## config.mk

```make
export PLATFORM = sky130hd
export DESIGN_NAME = serial_sub8
export DESIGN_NICKNAME = d
export VERILOG_FILES = /design/src/rtl/serial_sub8.sv
export SDC_FILE = /design/constraint.sdc
export NUM_CORES = 1
export LEC_CHECK = 0
export CAP_MARGIN = 20
export CORE_MARGIN = 10
export CORE_UTILIZATION = 46
export CTS_CLUSTER_SIZE = 28
export DETAILED_ROUTE_END_ITERATION = 8
export GPL_ROUTABILITY_DRIVEN = 0
export GPL_TIMING_DRIVEN = 0
export PLACE_DENSITY = 0.72
export SLEW_MARGIN = 20
export SYNTH_ARGS = -nofsm -noshare
export SYNTH_HDL_FRONTEND = slang
export SYNTH_SLANG_ARGS = --single-unit
```

## constraint.sdc

```tcl
create_clock -name clk -period 2.33 [get_ports clk]
set_clock_uncertainty 0.1 [all_clocks]
set_input_delay 0.466 -clock clk [delete_from_list [all_inputs] [get_ports clk]]
set_output_delay 0.466 -clock clk [all_outputs]
set_load 0.02 [all_outputs]
```

## src/rtl/serial_sub8.sv

```systemverilog
// Bit-serial 8-bit subtractor: diff = a - b - bin, one bit per cycle, LSB first.
// Define SUB8_OVF_EN to add the registered signed-overflow output ovf.
module serial_sub8 #(
  parameter int WIDTH = 8
) (
  input  logic             clk,
  input  logic             rst_n,
  input  logic             start,
  input  logic [WIDTH-1:0] a,
  input  logic [WIDTH-1:0] b,
  input  logic             bin,
  output logic             busy,
  output logic             done,
  output logic [WIDTH-1:0] diff,
`ifdef SUB8_OVF_EN
  output logic             bout,
  output logic             ovf
`else
  output logic             bout
`endif
);

  localparam int CW = $clog2(WIDTH);

  typedef enum logic [1:0] {IDLE, BUSY, DONE} state_t;

  state_t           state, state_nx;
  logic [CW-1:0]    cnt;
  logic [WIDTH-1:0] a_q, b_q, sh, sh_nx;
  logic             br, br_nx, d, a_i, b_i, last;

  // Operands stay parallel and are indexed by the counter, so the MSBs
  // remain available for the overflow term at the final bit.
  always_comb begin
    a_i   = a_q[cnt];
    b_i   = b_q[cnt];
    d     = a_i ^ b_i ^ br;
    br_nx = (~a_i & b_i) | (~a_i & br) | (b_i & br);
    sh_nx = {d, sh[WIDTH-1:1]};
    last  = (cnt == CW'(WIDTH - 1));
  end

  always_ff @(posedge clk or negedge rst_n) begin
    if (!rst_n) state <= IDLE;
    else        state <= state_nx;
  end

  always_comb begin
    state_nx = state;
    case (state)
      IDLE:    if (start) state_nx = BUSY;
      BUSY:    if (last)  state_nx = DONE;
      DONE:    state_nx = IDLE;
      default: state_nx = IDLE;
    endcase
  end

  always_comb begin
    busy = (state != IDLE);
    done = (state == DONE);
  end

  always_ff @(posedge clk or negedge rst_n) begin
    if (!rst_n) begin
      a_q  <= '0;
      b_q  <= '0;
      br   <= 1'b0;
      cnt  <= '0;
      sh   <= '0;
      diff <= '0;
      bout <= 1'b0;
`ifdef SUB8_OVF_EN
      ovf  <= 1'b0;
`endif
    end else begin
      case (state)
        IDLE: begin
          if (start) begin
            a_q <= a;
            b_q <= b;
            br  <= bin;
            cnt <= '0;
          end
        end
        BUSY: begin
          br  <= br_nx;
          sh  <= sh_nx;
          cnt <= cnt + CW'(1);
          if (last) begin
            diff <= sh_nx;
            bout <= br_nx;
`ifdef SUB8_OVF_EN
            ovf  <= (a_q[WIDTH-1] ^ b_q[WIDTH-1]) & (d ^ a_q[WIDTH-1]);
`endif
          end
        end
        default: ;
      endcase
    end
  end

endmodule

```

==> flow_metrics.py <==
metrics = {
    "drt": {
        "wl_mm": 3.077,
        "route.detailed.drc": 0,
        "vias_per_cell": 5.072,
        "dr.pass1.iters": 2,
        "wl_per_cell_um": 15.86,
        "vias": 984,
        "drt_iter0_drc": 32,
        "drtAntennaViolNets": 0,
    },
    "global_route": {
        "grt_pass1_wl_mm": 5.078,
        "grt-ovfl-total": 0,
        "antenna_found_initial": 0,
        "grt_pass1_vias": 1093,
        "grt_max_degree": 28,
        "grtUsageTotal": 0.1035,
    },
    "timing": {
        "drv_slew": 0,
        "fin_ws_ps": 61.51,
        "post-route-min-period_ps": 2268,
        "hold_viol_final": 0,
        "worst_slew_pin_slew_ps": 362.7,
        "rsz0062_at_grt": "no",
        "relSlewSlack": 0.7577,
        "fmax_mhz": 440.8,
        "setup-violations-final": 0,
        "whs_ps": 394.7,
        "finalCritPeriodShare": 0.9736,
    },
    "placed_design": {
        "place.port_buffers": 30,
        "post-place-ws_ps": -55.93,
        "post_dp_cell_area_sq_um": 2026,
        "hpwl_mm": 2.291,
    },
    "synthesis": {
        "synth_area_sq_um": 1653,
        "synth_nets": 128,
        "ys_types": 21,
        "synthCells": 105,
        "ys_ff_latch": 38,
        "synth.top_cell.area_share": 0.5753,
        "synth.avg_cell_area_sq_um": 15.74,
        "synth_area_leaders": "dfrtp_1 58%, mux2_1 20%, mux4_1 6.4%",
        "yosysTopAreaCell": "dfrtp_1",
        "synth_warnings": 0,
        "ys_seq_area_frac": 0.5753,
    },
    "hold_path": {
        "hold_end": "a_q[7]",
        "hp-class": "flop to flop",
        "hold_depth": 1,
        "min_from": "a_q[7]",
    },
    "worst_setup_path": {
        "worstPathMaxFanout": 4,
        "reg2reg_to": "br",
        "rrSetupSlack_ps": 60,
        "startpoint_type": "flop",
        "r2r_cells": 6,
        "rr_startpoint": "cnt[0]",
        "cp-end-kind": "flop",
        "arrival_ps": 2420,
        "critPathKind": "flop to flop",
        "worstPathRequired_ps": 2480,
    },
    "final_layout": {
        "finish.utilization": 0.6209,
        "num-nets-final": 170,
        "antenna_cells": 0,
        "syn_to_final_growth_pct": 28.31,
        "layout_commonest_cell": "dfrtp_1",
        "fin_area_sq_um": 2121,
        "mostFrequentLayoutCells": "38 x dfrtp_1, 30 x mux2_1, 29 x clkdlybuf4s50_1, 5 x buf_2, 5 x clkbuf_4",
        "drive_gt1_frac": 0.1689,
    },
    "power_and_ir_drop": {
        "p_clk_frac": 0.127,
        "combPwrFrac": 0.458,
        "switching_power_mw": 0.9540,
        "vdd_drop_max_uv": 642.5,
        "leakage_nw": 0.9354,
        "p_int_mw": 1.890,
        "power_mw": 2.844,
        "power_per_cell_area_nw_per_um2": 1341,
        "switching_share": 0.3354,
        "p_seq_frac": 0.415,
    },
    "clock_network": {
        "cts_tree": "done",
        "cts_root_buffer": "clkbuf_4",
        "clock_path_buffers": 2,
        "cts.sinks": 38,
        "cts_buffers": 5,
        "htreeDepth": 2,
        "clk_pin_slew_worst_paths_ps": 120,
        "clk_latency_ps": 350,
    },
    "floorplanning": {
        "die_h_um": 79.94,
        "fp.dieW_um": 79.94,
        "coreArea_sq_um": 3416,
        "ios": 31,
        "start_util": 0.4839,
        "num_rows": 21,
        "dieArea_sq_um": 6390,
    },
    "status": {
        "status": "finished, final reports clean",
    },
    "run": {
        "maxCapViolations": 0,
    },
}
-- power groups by stage --
stage	Clock, mW	Sequential (mW)	Combinational [mW]
floorplan	0	1.23	0.769
global placement	0	1.18	1.20
detailed placement	0	1.20	1.25
CTS	0.378	1.18	1.31
global route	0.410	1.23	1.42
finish	0.363	1.18	1.30
-- cell families after synthesis --
family          share of synthesized area
buf+inv                           0.03482
simple gates                      0.03861
compound gates                    0.02422
fa+ha+maj                         0.02725
flops                              0.5753
mux                                0.2998
-- per-layer routing --
metal  GRT usage  wire (um)
met5           0          0
met4     0.05282         72
met2      0.1645       1544
met3     0.04955        211
met1      0.1125       1248
-- cell type report --
class                           count  area (sq um)
Clock buffer                        6         51.30
Buffer                              6         38.79
Fill cell                         276          1295
Clock inverter                      2         12.51
Timing Repair Buffer               35         347.8
Inverter                            5         18.77
Tap cell                           46         57.56
Sequential cell                    38         950.9
Multi-Input combinational cell     56         643.1
-- metrics by stage --
| step | TNS, ps | cells |
|---|---|---|
| floorplan | 0 | 105 |
| global placement | -5557 | 181 |
| detailed placement | -55.93 | 182 |
| CTS | 0 | 193 |
| global route | 0 | 194 |
| finish | 0 | 194 |
-- critical path: stages, from the launching register on --
cell	delay [ps]
dfrtp_1	380
buf_6	130
mux4_2	490
mux2_4	290
fa_2	340
and3b_1	180
a221o_1	260
-- flip-flops by register name (all words and copies together), names as in the netlist --
name,cells
b_q,8
bout,1
cnt,3
br,1
sh,7
state,2
diff,8
a_q,8
-- cell usage after synthesis, drive strengths merged --
library cell / number
buf: 6
or2: 1
fa: 1
and3b: 1
inv: 5
mux4: 4
nor3b: 1
mux2: 32
nand3b: 3
o31ai: 2
mux2i: 3
nand2b: 1
nor2b: 2
o21bai: 2
dfrtp: 38
a221o: 1
ha: 2
-- repair_timing --
item	4_1_cts	5_1_grt
endpoints found under the hold margin	11	0
hold buffers	1	0
gates cloned	0	0
setup endpoints to repair	1	1
setup buffers	2	1
resized for setup	2	2
-- worst max-delay path by stage --
stage                     startpoint      to  cells past startpoint
after floorplan               cnt[0]      br                      6
after global placement         rst_n  a_q[5]                      1
after detailed placement      cnt[0]      br                      6
after CTS                     cnt[0]      br                      6
after global routing          cnt[0]      br                      6
final                         cnt[0]      br                      6
No activity file was read; power rests on OpenSTA's default activity.
